`src/rtl/player_motion_pkg.sv`:
```
// Shared types for the player motion controller: axis FSM states and signed step direction.
// Optional build macro: PLAYER_MOTION_WRAP_EN (wrapping edges, used by player_motion_ctrl).
package player_motion_pkg;

  typedef enum logic [1:0] {
    IDLE,
    FIRST,
    REPEAT
  } axis_state_e;

  typedef logic signed [1:0] dir_t;

  localparam dir_t DIR_NONE = 2'sb00;
  localparam dir_t DIR_POS  = 2'sb01;
  localparam dir_t DIR_NEG  = 2'sb11;

  localparam int unsigned PLAY_STATE_DEF = 2;

  // Opposing keys held together cancel to no motion.
  function automatic dir_t axis_dir(input logic pos_key, input logic neg_key);
    if (pos_key && !neg_key) begin
      return DIR_POS;
    end else if (neg_key && !pos_key) begin
      return DIR_NEG;
    end
    return DIR_NONE;
  endfunction

endpackage

```
`src/rtl/player_motion_if.sv`:
```
// Button/spawn/state inputs and position/pulse outputs of the player motion controller.
interface player_motion_if #(
  parameter int X_W     = 7,
  parameter int Y_W     = 7,
  parameter int STATE_W = 4
);
  logic [STATE_W-1:0] state;
  logic               up;
  logic               down;
  logic               left;
  logic               right;
  logic               spawn_valid;
  logic [X_W-1:0]     spawn_x;
  logic [Y_W-1:0]     spawn_y;
  logic [X_W-1:0]     pos_x;
  logic [Y_W-1:0]     pos_y;
  logic               moved;
  logic               edge_bump;

  modport master (
    output state, up, down, left, right, spawn_valid, spawn_x, spawn_y,
    input  pos_x, pos_y, moved, edge_bump
  );

  modport slave (
    input  state, up, down, left, right, spawn_valid, spawn_x, spawn_y,
    output pos_x, pos_y, moved, edge_bump
  );
endinterface

```
`src/rtl/player_motion_ctrl_axis.sv`:
```
// One axis of press-then-auto-repeat: immediate step on press, first repeat after
// FIRST_DELAY cycles, then every REPEAT_PERIOD cycles. step_req is combinational.
module motion_axis_repeat
  import player_motion_pkg::*;
#(
  parameter int CNT_W         = 22,
  parameter int FIRST_DELAY   = 3333333,
  parameter int REPEAT_PERIOD = 1666667
) (
  input  logic clk,
  input  logic rst_n,
  input  logic enable,
  input  logic load,
  input  dir_t dir,
  output logic step_req,
  output dir_t step_dir
);

  localparam logic [CNT_W-1:0] FIRST_LAST  = CNT_W'(FIRST_DELAY - 1);
  localparam logic [CNT_W-1:0] REPEAT_LAST = CNT_W'(REPEAT_PERIOD - 1);

  axis_state_e      st_q, st_d;
  logic [CNT_W-1:0] cnt_q, cnt_d;
  dir_t             dir_q, dir_d;

  always_comb begin
    st_d     = st_q;
    cnt_d    = cnt_q;
    dir_d    = dir_q;
    step_req = 1'b0;
    if (load) begin
      cnt_d = '0;
      dir_d = dir;
      st_d  = (dir != DIR_NONE) ? FIRST : IDLE;
    end else if (!enable || dir == DIR_NONE) begin
      st_d  = IDLE;
      cnt_d = '0;
      dir_d = DIR_NONE;
    end else if (st_q == IDLE || dir != dir_q) begin
      // Fresh press or reversal both restart the first-delay window.
      step_req = 1'b1;
      st_d     = FIRST;
      cnt_d    = '0;
      dir_d    = dir;
    end else if (st_q == FIRST) begin
      if (cnt_q == FIRST_LAST) begin
        step_req = 1'b1;
        st_d     = REPEAT;
        cnt_d    = '0;
      end else begin
        cnt_d = cnt_q + CNT_W'(1);
      end
    end else begin
      if (cnt_q == REPEAT_LAST) begin
        step_req = 1'b1;
        cnt_d    = '0;
      end else begin
        cnt_d = cnt_q + CNT_W'(1);
      end
    end
  end

  assign step_dir = dir;

  always_ff @(posedge clk or negedge rst_n) begin
    if (!rst_n) begin
      st_q  <= IDLE;
      cnt_q <= '0;
      dir_q <= DIR_NONE;
    end else begin
      st_q  <= st_d;
      cnt_q <= cnt_d;
      dir_q <= dir_d;
    end
  end

endmodule

```
`src/rtl/player_motion_ctrl.sv`:
```
// Player (x, y) register owner: auto-repeat stepping, spawn load, edge handling, pulses.
// Define PLAYER_MOTION_WRAP_EN to wrap at the edges instead of saturating.
module player_motion_ctrl
  import player_motion_pkg::*;
#(
  parameter int X_W           = 7,
  parameter int Y_W           = 7,
  parameter int X_MAX         = 79,
  parameter int Y_MAX         = 59,
  parameter int CNT_W         = 22,
  parameter int REPEAT_PERIOD = 1666667,
  parameter int FIRST_DELAY   = 3333333,
  parameter int STATE_W       = 4,
  parameter int PLAY_STATE    = PLAY_STATE_DEF,
  parameter int RESET_X       = 40,
  parameter int RESET_Y       = 30
) (
  input logic            clk,
  input logic            rst_n,
  player_motion_if.slave bus
);

  localparam logic [X_W-1:0] X_MAX_C = X_W'(X_MAX);
  localparam logic [Y_W-1:0] Y_MAX_C = Y_W'(Y_MAX);

  logic           play;
  dir_t           dir_x, dir_y, sdir_x, sdir_y;
  logic           step_x, step_y;
  logic           bump_x, bump_y;
  logic [X_W-1:0] pos_x_q, pos_x_d;
  logic [Y_W-1:0] pos_y_q, pos_y_d;
  logic           moved_q, moved_d;
  logic           edge_bump_q, edge_bump_d;

  assign play  = (bus.state == STATE_W'(PLAY_STATE));
  assign dir_x = axis_dir(bus.right, bus.left);
  assign dir_y = axis_dir(bus.up, bus.down);

  motion_axis_repeat #(
    .CNT_W        (CNT_W),
    .FIRST_DELAY  (FIRST_DELAY),
    .REPEAT_PERIOD(REPEAT_PERIOD)
  ) u_axis_x (
    .clk     (clk),
    .rst_n   (rst_n),
    .enable  (play),
    .load    (bus.spawn_valid),
    .dir     (dir_x),
    .step_req(step_x),
    .step_dir(sdir_x)
  );

  motion_axis_repeat #(
    .CNT_W        (CNT_W),
    .FIRST_DELAY  (FIRST_DELAY),
    .REPEAT_PERIOD(REPEAT_PERIOD)
  ) u_axis_y (
    .clk     (clk),
    .rst_n   (rst_n),
    .enable  (play),
    .load    (bus.spawn_valid),
    .dir     (dir_y),
    .step_req(step_y),
    .step_dir(sdir_y)
  );

  always_comb begin
    pos_x_d = pos_x_q;
    pos_y_d = pos_y_q;
    bump_x  = 1'b0;
    bump_y  = 1'b0;
    moved_d = 1'b0;
    if (bus.spawn_valid) begin
      pos_x_d = (bus.spawn_x > X_MAX_C) ? X_MAX_C : bus.spawn_x;
      pos_y_d = (bus.spawn_y > Y_MAX_C) ? Y_MAX_C : bus.spawn_y;
    end else begin
      if (step_x) begin
        if (sdir_x == DIR_POS) begin
          if (pos_x_q >= X_MAX_C) begin
`ifdef PLAYER_MOTION_WRAP_EN
            pos_x_d = '0;
`else
            bump_x = 1'b1;
`endif
          end else begin
            pos_x_d = pos_x_q + X_W'(1);
          end
        end else begin
          if (pos_x_q == '0) begin
`ifdef PLAYER_MOTION_WRAP_EN
            pos_x_d = X_MAX_C;
`else
            bump_x = 1'b1;
`endif
          end else begin
            pos_x_d = pos_x_q - X_W'(1);
          end
        end
      end
      if (step_y) begin
        if (sdir_y == DIR_POS) begin
          if (pos_y_q >= Y_MAX_C) begin
`ifdef PLAYER_MOTION_WRAP_EN
            pos_y_d = '0;
`else
            bump_y = 1'b1;
`endif
          end else begin
            pos_y_d = pos_y_q + Y_W'(1);
          end
        end else begin
          if (pos_y_q == '0) begin
`ifdef PLAYER_MOTION_WRAP_EN
            pos_y_d = Y_MAX_C;
`else
            bump_y = 1'b1;
`endif
          end else begin
            pos_y_d = pos_y_q - Y_W'(1);
          end
        end
      end
      moved_d = (pos_x_d != pos_x_q) || (pos_y_d != pos_y_q);
    end
    edge_bump_d = bump_x | bump_y;
  end

  always_ff @(posedge clk or negedge rst_n) begin
    if (!rst_n) begin
      pos_x_q     <= X_W'(RESET_X);
      pos_y_q     <= Y_W'(RESET_Y);
      moved_q     <= 1'b0;
      edge_bump_q <= 1'b0;
    end else begin
      pos_x_q     <= pos_x_d;
      pos_y_q     <= pos_y_d;
      moved_q     <= moved_d;
      edge_bump_q <= edge_bump_d;
    end
  end

  assign bus.pos_x     = pos_x_q;
  assign bus.pos_y     = pos_y_q;
  assign bus.moved     = moved_q;
  assign bus.edge_bump = edge_bump_q;

endmodule

```
`src/flat_wrapper.sv`:
```
// flat-port wrapper written by rule: the top's interface ports become plain ports
module player_motion_ctrl_flat import player_motion_pkg::*;
#(
  parameter int X_W           = 7,
  parameter int Y_W           = 7,
  parameter int X_MAX         = 79,
  parameter int Y_MAX         = 59,
  parameter int CNT_W         = 22,
  parameter int REPEAT_PERIOD = 1666667,
  parameter int FIRST_DELAY   = 3333333,
  parameter int STATE_W       = 4,
  parameter int PLAY_STATE    = PLAY_STATE_DEF,
  parameter int RESET_X       = 40,
  parameter int RESET_Y       = 30
)
  (clk, rst_n, bus_state, bus_up, bus_down, bus_left, bus_right, bus_spawn_valid, bus_spawn_x, bus_spawn_y, bus_pos_x, bus_pos_y, bus_moved, bus_edge_bump);
  player_motion_if #(.X_W(X_W), .Y_W(Y_W), .STATE_W(STATE_W)) bus_i ();
  input logic clk;
  input logic rst_n;
  input wire logic [$bits(bus_i.state)-1:0] bus_state;
  input wire logic [$bits(bus_i.up)-1:0] bus_up;
  input wire logic [$bits(bus_i.down)-1:0] bus_down;
  input wire logic [$bits(bus_i.left)-1:0] bus_left;
  input wire logic [$bits(bus_i.right)-1:0] bus_right;
  input wire logic [$bits(bus_i.spawn_valid)-1:0] bus_spawn_valid;
  input wire logic [$bits(bus_i.spawn_x)-1:0] bus_spawn_x;
  input wire logic [$bits(bus_i.spawn_y)-1:0] bus_spawn_y;
  output wire logic [$bits(bus_i.pos_x)-1:0] bus_pos_x;
  output wire logic [$bits(bus_i.pos_y)-1:0] bus_pos_y;
  output wire logic [$bits(bus_i.moved)-1:0] bus_moved;
  output wire logic [$bits(bus_i.edge_bump)-1:0] bus_edge_bump;
  assign bus_i.state = bus_state;
  assign bus_i.up = bus_up;
  assign bus_i.down = bus_down;
  assign bus_i.left = bus_left;
  assign bus_i.right = bus_right;
  assign bus_i.spawn_valid = bus_spawn_valid;
  assign bus_i.spawn_x = bus_spawn_x;
  assign bus_i.spawn_y = bus_spawn_y;
  assign bus_pos_x = bus_i.pos_x;
  assign bus_pos_y = bus_i.pos_y;
  assign bus_moved = bus_i.moved;
  assign bus_edge_bump = bus_i.edge_bump;
  player_motion_ctrl #(.X_W(X_W), .Y_W(Y_W), .X_MAX(X_MAX), .Y_MAX(Y_MAX), .CNT_W(CNT_W), .REPEAT_PERIOD(REPEAT_PERIOD), .FIRST_DELAY(FIRST_DELAY), .STATE_W(STATE_W), .PLAY_STATE(PLAY_STATE), .RESET_X(RESET_X), .RESET_Y(RESET_Y)) u_core (.clk(clk), .rst_n(rst_n), .bus(bus_i));
endmodule
```
`config.mk`:
```
export PLATFORM = sky130hd
export DESIGN_NAME = player_motion_ctrl_flat
export DESIGN_NICKNAME = d
export VERILOG_FILES = /design/src/rtl/player_motion_pkg.sv /design/src/rtl/player_motion_if.sv /design/src/rtl/player_motion_ctrl_axis.sv /design/src/rtl/player_motion_ctrl.sv /design/src/flat_wrapper.sv
export SDC_FILE = /design/constraint.sdc
export NUM_CORES = 1
export LEC_CHECK = 0
export CORE_UTILIZATION = 55
export CTS_CLUSTER_DIAMETER = 80
export DETAILED_ROUTE_END_ITERATION = 12
export GPL_ROUTABILITY_DRIVEN = 0
export PLACE_DENSITY = 0.76
export REMOVE_ABC_BUFFERS = 1
export SLEW_MARGIN = 5
export SYNTH_ARGS = -nofsm -noshare
export SYNTH_HDL_FRONTEND = slang
export SYNTH_HIERARCHICAL = 1
export SYNTH_SLANG_ARGS = --single-unit
```
`constraint.sdc`:
```
create_clock -name clk -period 3 [get_ports clk]
set_input_delay 0.6 -clock clk [delete_from_list [all_inputs] [get_ports clk]]
set_output_delay 0.6 -clock clk [all_outputs]
set_load 0.05 [all_outputs]
```
==> metrics, run 1 <==
sequential area share after synthesis 38.4%; Netlist cell types 70; die height 92.0 um; antenna-violating nets left 0; power per cell area 401 mW/mm2; core area 0.00777 mm2; Root Driver clkbuf_8; CTS-repair resized insts 0; status complete, no violations; dpl ws -0.132 ns; router iterations before antenna repair 4; DIE AREA 0.00846 mm2; Initial Util 57.3%; initial antenna violation count 0; Worst-Skew Late Latency 0.34 ns; total clock buffers created by CTS 9; fin. max-slew vios 0; via count 4008; global route overflow 0; hold_buf cts 0; R2R Setup Slk 0.15 ns; Final setup viols 0; Finished Cell Area 0.00523 mm2; Final min period 2.85 ns; RSZ-0062 raised after global routing no; CTS H-tree depth 3; EDFF count, synth 0; share of layout cells above drive strength 1 14.1%; Fmax 351 MHz; hpwl dp 7430 um; Fin Hold WS 0.311 ns; FF+latch count, synth 68; IO buf count 40; wire per inst 16.2 um; Worst slew margin 41.7%; CP startpoint kind register; measured slew at the worst slew-check pin 0.867 ns; vias per cell 6.19; postcts setup bufs 0; Mapped Cells 488; min-delay worst type in2async; Async S/R FF share, synth 100%; Placed Area 0.00504 mm2; vias in the first global route 3869; ANT cells 0; clock-pin slew on the worst setup and hold paths 0.08 ns; synthesized area per cell 9.12 um2; fin cells 648; Hold Violations, Final 0; first-pass GRT wire length 17900 um; largest area contributor in the netlist dfrtp_1; std cell rows 32; crit end category register; Worst Setup Path Type reg2reg; total negative setup slack 0 ns; Sink Count 68; I/O pins 41; Iteration-0 DRC Markers 260; Static Leakage 2.03 nW; CTS tree yes; worst setup margin 0.149 ns; Yosys top cell area share 34.9%; clock buffer depth 2; crit path DAT 3.11 ns; VDD IR max 0.249 mV; ys flop type dfrtp_1; Post-Route Skew 0.0131 ns; DRC viols 0; Data required, critical path 3.26 ns; Worst Path Max Fanout 5; Yosys warning count 6; Area Growth Syn to Fin 17.4%; number of instances in the placed design 632; max-cap viol count 0; gr usage total 26.3%; Detailed Route WL 10500 um; Post-Syn Area 0.00445 mm2; die span in x 92.0 um; largest net degree at the start of global routing 34; main area contributors after synthesis dfrtp_1 35%, nor2_1 4.2%, xnor2_1 3.7%; Final Cycle Share 95.0%; nets 578
==> stage by stage <==
step                      utilization, %  power (W)
after CTS                           67.2    0.00211
after floorplan                        -    0.00125
after global routing                67.3    0.00219
final                               67.3    0.00210
after detailed placement            64.9    0.00143
after global placement              64.9    0.00142
==> cell usage in the layout, fill, tap and decap left out, types with 7 or more instances in the layout <==
cell type | netlist | layout
a211oi_1 | 11 | 11
nor3_1 | 31 | 31
o21ai_0 | 18 | 18
inv_1 | 27 | 27
or3_1 | 10 | 10
ha_1 | 12 | 12
xnor2_1 | 19 | 19
nand3b_1 | 7 | 7
buf_4 | 7 | 28
a21oi_1 | 7 | 7
o211ai_1 | 9 | 9
nand4_1 | 18 | 18
xor2_1 | 17 | 17
dfrtp_1 | 62 | 62
nor2b_1 | 9 | 9
nor2_1 | 50 | 50
clkdlybuf4s50_1 | 0 | 39
nand2_1 | 22 | 22
clkbuf_8 | 0 | 10
nand3_1 | 21 | 21
==> sequential cells by signal, summed over array words and instances (netlist names) <==
signal	cells
u_core/bus.pos_x	7
u_core/u_axis_x/st_q	2
u_core/u_axis_x/dir_q	2
u_core/u_axis_y/st_q	2
u_core/u_axis_y/cnt_q	22
u_core/bus.edge_bump	1
u_core/bus.moved	1
u_core/u_axis_x/cnt_q	22
u_core/bus.pos_y	7
u_core/u_axis_y/dir_q	2
==> kinds of logic after synthesis <==
logic type | after synthesis | synth area share [%]
flops | 68 | 38.4
buf+inv | 53 | 5.51
simple gates | 228 | 30.1
compound gates | 89 | 15.1
fa+ha+maj | 12 | 3.37
mux | 2 | 0.450
xor+xnor | 36 | 7.08
==> cell usage after synthesis, drive strengths merged (9+ instances only) <==
| library cell | count |
|---|---|
| o211ai | 9 |
| buf | 18 |
| ha | 12 |
| nor2 | 50 |
| nor2b | 9 |
| nor3 | 31 |
| nand2 | 22 |
| o21ai | 18 |
| a211oi | 16 |
| xor2 | 17 |
| nand4 | 21 |
| xnor2 | 19 |
| or3 | 10 |
| nand3 | 23 |
| dfrtp | 62 |
| inv | 27 |
==> metal layers <==
metal  vias up  GRT usage [%]  part of all wire [%]  wire length [um]
met2       151           42.3                    46              4810
met1      1920           36.2                    46              4850
met3        22           3.48                   6.0               628
met5         -              0                     0                 0
met4         0           10.2                   2.0               207
li1       1915              -                     -                 -
==> where the power goes <==
| part | internal, W | switching, W | leakage, nW | total, W |
|---|---|---|---|---|
| Clock | 0.000321 | 0.000360 | 0.0920 | 0.000681 |
| Combinational | 0.000172 | 0.000239 | 1.03 | 0.000411 |
| Sequential | 0.000951 | 0.0000556 | 0.904 | 0.00101 |
| Total | 0.00144 | 0.000655 | 2.03 | 0.00210 |
==> worst max-delay path, stage by stage, from the launching register on <==
cell	delay, ns
dfrtp_1	0.44
inv_1	0.11
ha_1	0.15
or4b_1	0.44
nor4b_1	0.33
and4_1	0.30
o31a_1	0.21
inv_1	0.09
nor4b_1	0.45
nor4b_1	0.10
nand3b_1	0.17
==> worst paths after layout <==
check,start,to,cells after the start
min in group clk,u_core/u_axis_x/cnt_q[0],u_core/u_axis_x/cnt_q[0],1
setup / recovery,u_core/u_axis_y/cnt_q[0],u_core/bus.pos_y[3],10
setup reg to reg,u_core/u_axis_y/cnt_q[0],u_core/bus.pos_y[3],10
hold / removal,rst_n,u_core/u_axis_x/cnt_q[16],1
hold reg to reg,u_core/u_axis_x/cnt_q[0],u_core/u_axis_x/cnt_q[0],1
max in group asynchronous,rst_n,u_core/bus.pos_y[4],2
==> final cells by class <==
cell class / count / area (um2)
clock buffer: 10 / 138
clock inverter: 6 / 40.0
fill: 651 / 2540
inverter: 27 / 101
multi-input combinational: 367 / 2500
sequential: 68 / 1710
tap: 102 / 128
timing repair buffer: 68 / 606
Note: power is estimated with default switching activity, not from simulation.
==> run 2, diff against run 1 <==
SLEW_MARGIN = unset   (was 5)
==> results of run 2 <==
Same layout as run 1: the final DEF is identical, and so are final timing and power.
==> run 3, diff against run 2 <==
GPL_ROUTABILITY_DRIVEN = unset   (was 0)
==> run 3 against run 2 <==
Net effect:
- maximum frequency increased by 3.6%
- clock power increased by 19%
- register-to-register slack improved by 0.099 ns
- cell count grew 0.15%
- core utilization increased by 0.68 points
- largest power group unchanged
==> metrics, run 3 (synthesized netlist as in run 1, its figures left out) <==
status complete, no violations (unchanged); largest net degree at the start of global routing 40 (was 34); sequential cell fraction of total power 45.1% (was 48.0%); hpwl dp 7440 um (was 7430 um); biggest regs u_core/u_axis_x/cnt_q: 22 flops, u_core/u_axis_y/cnt_q: 22 flops (unchanged); die height 92.0 um (unchanged); commonest cells after routing, fill and taps aside 62 x dfrtp_1, 50 x nor2_1, 39 x clkdlybuf4s50_1 (unchanged); gr usage total 27.1% (was 26.3%); vias in the first global route 3927 (was 3869); Multi-input gate area 0.00251 mm2 (was 0.00250 mm2); core area 0.00777 mm2 (unchanged); Hold Violations, Final 0 (unchanged); dpl ws -0.0855 ns (was -0.132 ns); nets 579 (was 578); RSZ-0062 raised after global routing no (unchanged); sw frac 28.3% (was 31.2%); sequential cell area 0.00171 mm2 (unchanged); Worst-Skew Late Latency 0.34 ns (about the same); CP startpoint kind register (unchanged); std cell rows 32 (unchanged); I/O pins 41 (unchanged); share of layout cells above drive strength 1 14.1% (about the same); min-delay worst type in2async (unchanged); DRC viols 0 (unchanged); final core utilization 68.0% (was 67.3%); measured slew at the worst slew-check pin 0.908 ns (was 0.867 ns); Final Cycle Share 91.7% (was 95.0%); crit path DAT 2.99 ns (was 3.11 ns); hold_buf cts 0 (unchanged); Finished Cell Area 0.00528 mm2 (was 0.00523 mm2); die span in x 92.0 um (unchanged); Sink Count 68 (unchanged); router iterations before antenna repair 5 (was 4); Area Growth Syn to Fin 18.6% (was 17.4%); clock-pin slew on the worst setup and hold paths 0.07 ns (was 0.08 ns); IO buf count 40 (unchanged); CTS tree yes (unchanged); fin cells 649 (was 648); Iteration-0 DRC Markers 189 (was 260); postcts setup bufs 0 (unchanged); Initial Util 57.3% (unchanged); max-cap viol count 0 (unchanged); combinational power share 18.5% (was 19.6%); Switch Pwr 0.000632 W (was 0.000655 W); CTS H-tree depth 3 (unchanged); wire per inst 16.3 um (was 16.2 um); leading cell type in the layout, fill and taps excluded dfrtp_1 (unchanged); Placed Area 0.00505 mm2 (was 0.00504 mm2); initial antenna violation count 0 (unchanged); crit end category register (unchanged); power per cell area 423 mW/mm2 (was 401 mW/mm2); number of instances in the placed design 633 (was 632); Static Leakage 2.05 nW (was 2.03 nW); ANT cells 0 (unchanged); vias per cell 6.13 (was 6.19); Post-Route Skew 0.00842 ns (was 0.0131 ns); antenna-violating nets left 0 (unchanged); Root Driver clkbuf_8 (unchanged); Clk network pwr share 36.4% (was 32.4%); global route overflow 0 (unchanged); Worst Setup Path Type reg2reg (unchanged); number of filler cells placed in the layout 642 (was 651); DIE AREA 0.00846 mm2 (unchanged); Detailed Route WL 10600 um (was 10500 um); Int Pwr 0.00160 W (was 0.00144 W); Final min period 2.75 ns (was 2.85 ns); total clock buffers created by CTS 9 (unchanged); via count 3980 (was 4008); Fin Hold WS 0.0583 ns (was 0.311 ns); Final setup viols 0 (unchanged); first-pass GRT wire length 18400 um (was 17900 um); Data required, critical path 3.24 ns (was 3.26 ns); clock buffer depth 2 (unchanged); Fmax 363 MHz (was 351 MHz); GPL Wtd Cong 0.938; Worst slew margin 38.9% (was 41.7%); VDD IR max 0.240 mV (was 0.249 mV); worst setup margin 0.248 ns (was 0.149 ns); fin. max-slew vios 0 (unchanged); Worst Path Max Fanout 5 (unchanged)
run 3: cell types whose count changed in the layout (fill, tap and decap cells not counted), moves of 2 or more:
| cell | change |
|---|---|
| clkbuf_1 | +2 |
| clkbuf_8 | +3 |
| clkinv_2 | -3 |
| clkinv_4 | -2 |
run 3: timing repair:
action | in CTS | in global routing
resized for setup | 0 | 3
hold endpoints to repair | 0 | 0
setup endpoints to repair | 0 | 5
run 3: final timing paths:
check,cells after the start,slack [ns],endpoint,from
worst max-delay path,10,0.25,u_core/bus.pos_y[1],u_core/u_axis_y/cnt_q[0]
worst min-delay path,1,0.06,u_core/u_axis_x/cnt_q[15],rst_n
worst max register to register,10,0.25,u_core/bus.pos_y[1],u_core/u_axis_y/cnt_q[0]
worst min register to register,1,0.54,u_core/u_axis_x/cnt_q[0],u_core/u_axis_x/cnt_q[0]
max in group asynchronous,2,2.21,u_core/bus.pos_y[1],rst_n
min in group clk,1,0.54,u_core/u_axis_x/cnt_q[0],u_core/u_axis_x/cnt_q[0]
run 3: layout make-up:
type	count	area share, %
clock buffer	15	3.53
clock inverter	1	0.569
inverter	27	1.92
multi-input combinational	367	47.6
sequential	68	32.4
tap	102	2.42
timing repair buffer	69	11.6
run 3: critical path, cell delays in order, from the launching register on:
cell and delay (ns):
dfrtp_1 0.43, inv_1 0.10, ha_1 0.13, or4b_1 0.44, nor4b_1 0.34, and4_1 0.30, o31a_1 0.19, inv_1 0.10
buf_4 0.15, a21o_1 0.18, a221oi_1 0.28
run 3: metrics by stage:
step,TNS (ns),total power [W]
finish,0,0.00223
detailed placement,-0.171,0.00143
global route,0,0.00234
global placement,-0.0242,0.00143
floorplan,0,0.00125
CTS,0,0.00225
run 3: layer usage:
metal / routed length [um] / GRT usage (%)
met2: 4830 / 43.0
met5: 0 / 0
met4: 201 / 10.2
met3: 594 / 3.65
met1: 4940 / 37.7
run 3: power by group through the flow:
stage / Combinational, W / Clock [W] / Sequential (W)
CTS: 0.000411 / 0.000832 / 0.00101
finish: 0.000413 / 0.000812 / 0.00101
floorplan: 0.000159 / 0 / 0.00109
global route: 0.000448 / 0.000875 / 0.00101
global placement: 0.000401 / 0 / 0.00102
detailed placement: 0.000409 / 0 / 0.00102
